### config.mk
export PLATFORM = sky130hd
export DESIGN_NAME = boton_encoder
export DESIGN_NICKNAME = d
export VERILOG_FILES = /design/src/rtl/boton_encoder.sv
export SDC_FILE = /design/constraint.sdc
export NUM_CORES = 1
export LEC_CHECK = 0
export CAP_MARGIN = 40
export CORE_ASPECT_RATIO = 0.7
export CORE_MARGIN = 2
export CORE_UTILIZATION = 40
export DETAILED_ROUTE_END_ITERATION = 8
export GPL_TIMING_DRIVEN = 0
export SKIP_LAST_GASP = 1
export SLEW_MARGIN = 0
export SYNTH_ARGS = -nofsm -noshare
export SYNTH_HDL_FRONTEND = slang
export SYNTH_SLANG_ARGS = --single-unit
### constraint.sdc
create_clock -name clk -period 3.6 [get_ports clk]
set_input_delay 1.08 -clock clk [delete_from_list [all_inputs] [get_ports clk]]
set_output_delay 1.08 -clock clk [all_outputs]
set_load 0.1 [all_outputs]
### src/rtl/boton_encoder.sv
// Button front end for the snake command queue: synchronize, debounce, edge-detect and
// serialize five buttons into one-cycle LE strobes. Define BTN_REPEAT_EN for hold auto-repeat.
module boton_encoder #(
    parameter int DEBOUNCE_CYCLES = 250000,
    parameter int GAP_CYCLES      = 2,
    parameter int REPEAT_CYCLES   = 12500000
) (
    input  logic       clk,
    input  logic       rst,
    input  logic [4:0] btn,
    output logic       LE,
    output logic [2:0] boton_pres,
    output logic [4:0] btn_db
);

    localparam int DBW = $clog2(DEBOUNCE_CYCLES + 1);
    localparam int GW  = $clog2(GAP_CYCLES + 1);
`ifdef BTN_REPEAT_EN
    localparam int RW  = $clog2(REPEAT_CYCLES + 1);
`endif

    if (DEBOUNCE_CYCLES < 1 || GAP_CYCLES < 1 || REPEAT_CYCLES < 1) begin : g_bad_param
        $error("boton_encoder: DEBOUNCE_CYCLES, GAP_CYCLES and REPEAT_CYCLES must be >= 1");
    end

    typedef enum logic [1:0] {IDLE, STROBE, GAP} state_t;

    logic [4:0]    s1_reg, s2_reg;
    logic [4:0]    db_bits, db_d_reg;
    logic [4:0]    rise, rep, clr;
    logic [4:0]    pending_reg, pending_next;
    state_t        state_reg, state_next;
    logic [GW-1:0] gap_cnt_reg, gap_cnt_next;
    logic [2:0]    pres_reg, pres_next;
    logic [2:0]    sel_idx;
    logic          issue_ok;
    logic          le_reg;

    always_ff @(posedge clk) begin
        if (rst) begin
            s1_reg   <= '0;
            s2_reg   <= '0;
            db_d_reg <= '0;
        end else begin
            s1_reg   <= btn;
            s2_reg   <= s1_reg;
            db_d_reg <= db_bits;
        end
    end

    genvar gi;
    generate
        for (gi = 0; gi < 5; gi++) begin : g_bit
            logic [DBW-1:0] cnt_reg;
            logic [DBW-1:0] cnt_inc;
            logic           db_reg;

            assign cnt_inc     = cnt_reg + DBW'(1);
            assign db_bits[gi] = db_reg;

            // Level is accepted only after DEBOUNCE_CYCLES consecutive disagreeing samples.
            always_ff @(posedge clk) begin
                if (rst) begin
                    cnt_reg <= '0;
                    db_reg  <= 1'b0;
                end else if (s2_reg[gi] == db_reg) begin
                    cnt_reg <= '0;
                end else if (cnt_inc == DBW'(DEBOUNCE_CYCLES)) begin
                    cnt_reg <= '0;
                    db_reg  <= ~db_reg;
                end else begin
                    cnt_reg <= cnt_inc;
                end
            end

`ifdef BTN_REPEAT_EN
            logic [RW-1:0] hold_reg;

            assign rep[gi] = db_reg && (hold_reg == RW'(REPEAT_CYCLES));

            // Counts cycles since the press (or the last repeat) while the button stays down.
            always_ff @(posedge clk) begin
                if (rst || !db_reg) begin
                    hold_reg <= '0;
                end else if (rise[gi] || rep[gi]) begin
                    hold_reg <= RW'(1);
                end else begin
                    hold_reg <= hold_reg + RW'(1);
                end
            end
`else
            assign rep[gi] = 1'b0;
`endif
        end
    endgenerate

    assign rise = db_bits & ~db_d_reg;

    always_comb begin
        sel_idx = 3'd0;
        for (int k = 4; k >= 0; k--) begin
            if (pending_reg[k]) begin
                sel_idx = 3'(k);
            end
        end
    end

    // The last gap cycle doubles as the idle decision so the LE-low gap is exactly GAP_CYCLES.
    assign issue_ok = (state_reg == IDLE) || ((state_reg == GAP) && (gap_cnt_reg == '0));

    always_comb begin
        state_next   = state_reg;
        gap_cnt_next = gap_cnt_reg;
        pres_next    = pres_reg;
        clr          = '0;
        case (state_reg)
            STROBE: begin
                state_next   = GAP;
                gap_cnt_next = GW'(GAP_CYCLES - 1);
            end
            GAP: begin
                if (gap_cnt_reg != '0) begin
                    gap_cnt_next = gap_cnt_reg - GW'(1);
                end else begin
                    state_next = IDLE;
                end
            end
            default: state_next = IDLE;
        endcase
        if (issue_ok && (pending_reg != '0)) begin
            state_next = STROBE;
            pres_next  = sel_idx + 3'd1;
            clr        = 5'd1 << sel_idx;
        end
        pending_next = (pending_reg & ~clr) | rise | rep;
    end

    always_ff @(posedge clk) begin
        if (rst) begin
            state_reg   <= IDLE;
            gap_cnt_reg <= '0;
            pres_reg    <= '0;
            pending_reg <= '0;
            le_reg      <= 1'b0;
        end else begin
            state_reg   <= state_next;
            gap_cnt_reg <= gap_cnt_next;
            pres_reg    <= pres_next;
            pending_reg <= pending_next;
            le_reg      <= (state_next == STROBE);
        end
    end

    assign LE         = le_reg;
    assign boton_pres = pres_reg;
    assign btn_db     = db_bits;

endmodule

==> impl_results.md, run 1 <==
* # Post-CTS Setup Buffers at 0
* Endpoints failing setup at 0
* Total power density per cell area at about 470 mW/mm2
* Die H at roughly 110 um
* Skew-Pair Late Insertion Delay at a little over 0.4 ns
* Final Skew at 0.00547 ns
* RSZ-0062 raised after global routing: false
* Die area at ~0.016 mm2
* DR pass1 iterations at 5
* Max Buffers Root-to-Sink at 2
* Via/cell ratio at 5.21
* Most common cell in the netlist: dfxtp_1
* Post-synth top area cell: dfxtp_1
* Sequential fraction of the synthesis area at between 30% and 40%
* Post-route ant nets at 0
* Seq. cell area at roughly 0.0025 mm2
* Die W at about 150 um
* Most used DFF post-synth: dfxtp_1
* Share of cells above drive strength 1 at roughly 9.9%
* Final Hold Viols at 0
* Post-synth EDFFs at 0
* Layout area overhead at 20.1%
* Slowest stage delay, CP at 0.81 ns
* Fin crit share at between 90% and 100%
* Area of the multi-input gates at about 0.0034 mm2
* Post-synth ARST share at 0%
* Core ar. at around 0.015 mm2
* Fillers at between 1000 and 1500
* Pin count of the biggest net entering global routing at 17
* GP Congestion at slightly below 0.9
* Worst hold slack at 0.435 ns
* Clock Power Share at between 50% and 60%
* Max_cap viols at 0
* CTS Sinks at around 120
* Clk slew on worst S/H paths at approximately 0.05 ns
* Mapped Cells at around 730
* Antenna violations before repair at 0
* Cell row count at 37
* Switching part of the total at between 10% and 20%
* WP data arrival at between 3 and 4 ns
* Fmax at roughly 310 MHz
* Post-synth top cells: dfxtp_1, nor2_1, nor3_1
* Worst-path maximum fanout at 10
* Crit path kind: flip-flop to flip-flop
* Num CTS Buffers at 17
* Initial Util at 41.5%
* M1 WL at about 6600 um
* Post-CTS sizing at 0
* H-tree lvl count at 4
* I/O Pins at 16
* Worst Max-Slew Pin Slew at approximately 0.91 ns
* Static Leakage at approximately 2.4 nW
* Final min period at 3.25 ns
* Yosys top cell area share at about two fifths
* Top delay family on crit path: compound AO/OA/AOI/OAI gates
* Share of power burned in registers at between 30% and 40%
* Leading post-synthesis cells by cell area: dfxtp_1, xnor2_1, xor2_1, nor2_1, nor3_1
* Post-synthesis instance area at 0.00618 mm2
* Nets at around 800
* VDD IR-drop max at between 300 and 400 uV
* CP cell instances: nand4_2, nor4b_1, mux2_2, a2111oi_0, a31o_2, buf_6, nor2_1
* Combinational share of power at around 1.0%
* WP data required at approximately 3.9 ns
* First DRT Iteration DRCs at about 270
* # diodes at 0
* CTS tree: built
* IO buf count at 14
* Vias in the first global route at 4876
* Status: finished, final reports clean
* Remaining global-route overflow at 0
* Worst min path class: flip-flop to flip-flop
* Vias at approximately 5000
* Overall routing resource usage at between 10% and 20%
* First-pass GRT wire length at 22900 um
* WL/cell at between 10 and 15 um
* Worst setup SP type: flip-flop
* Met2 WL post-DR at 5860 um
* Met3 Wirelength at roughly 500 um
* Internal at approximately 0.0029 W
* Cts hold-fix bufs at 0
* Slowest cell on the critical path: a2111oi_0
* Synth warn at 0
* Setup TNS at 0 ns
* Routed WL at roughly 13000 um
* Max Slew Vio Count at 0
* Root buf cell: clkbuf_16
* Synth Net Count at roughly 750
* Buf/Inv on CP at 1
* Register bit total from synthesis at about 120
* Placed cell count at 950
* Residual DRC at 0
* Fin cells at about 1000
* Top sig layer: met4
* Net Switching at 0.000630 W
* HPWL after DPL at ~9400 um
* Critical path endpoint category: flip-flop
* Largest register FFs at 90
* Count of cell types in the netlist at 62
* Synth Area per Inst at around 8.4 um2
* Slew Limit Headroom at 37.6%
routing by layer:
| layer | GRT usage [%] | vias up |
|---|---|---|
| li1 | - | 2614 |
| met1 | 22.7 | 2388 |
| met2 | 26.4 | 99 |
| met3 | 4.93 | 13 |
| met4 | 6.35 | 0 |
| met5 | 0 | - |
worst paths after layout:
kind | from | to | slack [ns] | cells after the start
setup / recovery | g_bit[3].cnt_reg[3]$_SDFF_PP0_ | g_bit[3].cnt_reg[0]$_SDFF_PP0_ | 0.35 | 7
hold / removal | s1_reg[4]$_SDFF_PP0_ | s2_reg[4]$_SDFF_PP0_ | 0.43 | 1
setup reg to reg | g_bit[3].cnt_reg[3]$_SDFF_PP0_ | g_bit[3].cnt_reg[0]$_SDFF_PP0_ | 0.35 | 7
hold reg to reg | s1_reg[4]$_SDFF_PP0_ | s2_reg[4]$_SDFF_PP0_ | 0.43 | 1
stage by stage:
| stage | utilization (%) | setup WS (ns) | instance area [um2] | power, W |
|---|---|---|---|---|
| floorplan | - | 1.11 | 6180 | 0.00142 |
| global placement | 44.0 | 0.600 | 6570 | 0.00144 |
| detailed placement | 44.9 | 0.370 | 6700 | 0.00144 |
| CTS | 49.8 | 0.363 | 7420 | 0.00353 |
| global route | 49.8 | 0.172 | 7420 | 0.00359 |
| finish | 49.8 | 0.348 | 7420 | 0.00348 |
cell families after synthesis:
logic type	after synthesis	synth area share, %
AO/OA/AOI/OAI	64	7.29
XOR/XNOR	88	12.5
adder cells (fa/ha/maj)	14	2.83
buffers and inverters	66	4.68
flip-flops	123	39.8
multiplexers	7	1.32
AND/OR/NAND/NOR	370	31.6
cells in the final DEF (no fill, tap or decap), drive strengths merged, types with 27 or more instances in the layout:
cell type / netlist / routed
nand2: 47 / 47
dfxtp: 123 / 123
clkbuf: 17 / 36
nor2: 97 / 97
xnor2: 45 / 45
buf: 23 / 32
nand3: 44 / 44
nor3: 50 / 50
nor2b: 27 / 27
xor2: 43 / 43
power groups by stage:
stage               sequential (W)  clock, W  combinational, W
global placement           0.00140         0         0.0000352
detailed placement         0.00140         0         0.0000360
global route               0.00137   0.00218         0.0000398
floorplan                  0.00140         0         0.0000214
finish                     0.00137   0.00207         0.0000353
CTS                        0.00137   0.00212         0.0000362
area by class of cell:
class,count,area share (%)
multi-input combinational,543,46.2
buffer,40,2.58
timing repair buffer,23,3.71
sequential,123,33.2
clock inverter,13,3.61
tap,195,3.29
inverter,26,1.32
clock buffer,19,6.10
Note: power is estimated with default switching activity, not from simulation.
==> run 2: changes to the inputs <==
--- a/config.mk
+++ b/config.mk
@@ -10,9 +10,9 @@
 export CORE_MARGIN = 2
 export CORE_UTILIZATION = 40
 export DETAILED_ROUTE_END_ITERATION = 8
+export GPL_ROUTABILITY_DRIVEN = 0
 export GPL_TIMING_DRIVEN = 0
 export SKIP_LAST_GASP = 1
-export SLEW_MARGIN = 0
 export SYNTH_ARGS = -nofsm -noshare
 export SYNTH_HDL_FRONTEND = slang
 export SYNTH_SLANG_ARGS = --single-unit
==> results of run 2 <==
No change in the layout: final DEF, timing and power equal those of run 1.
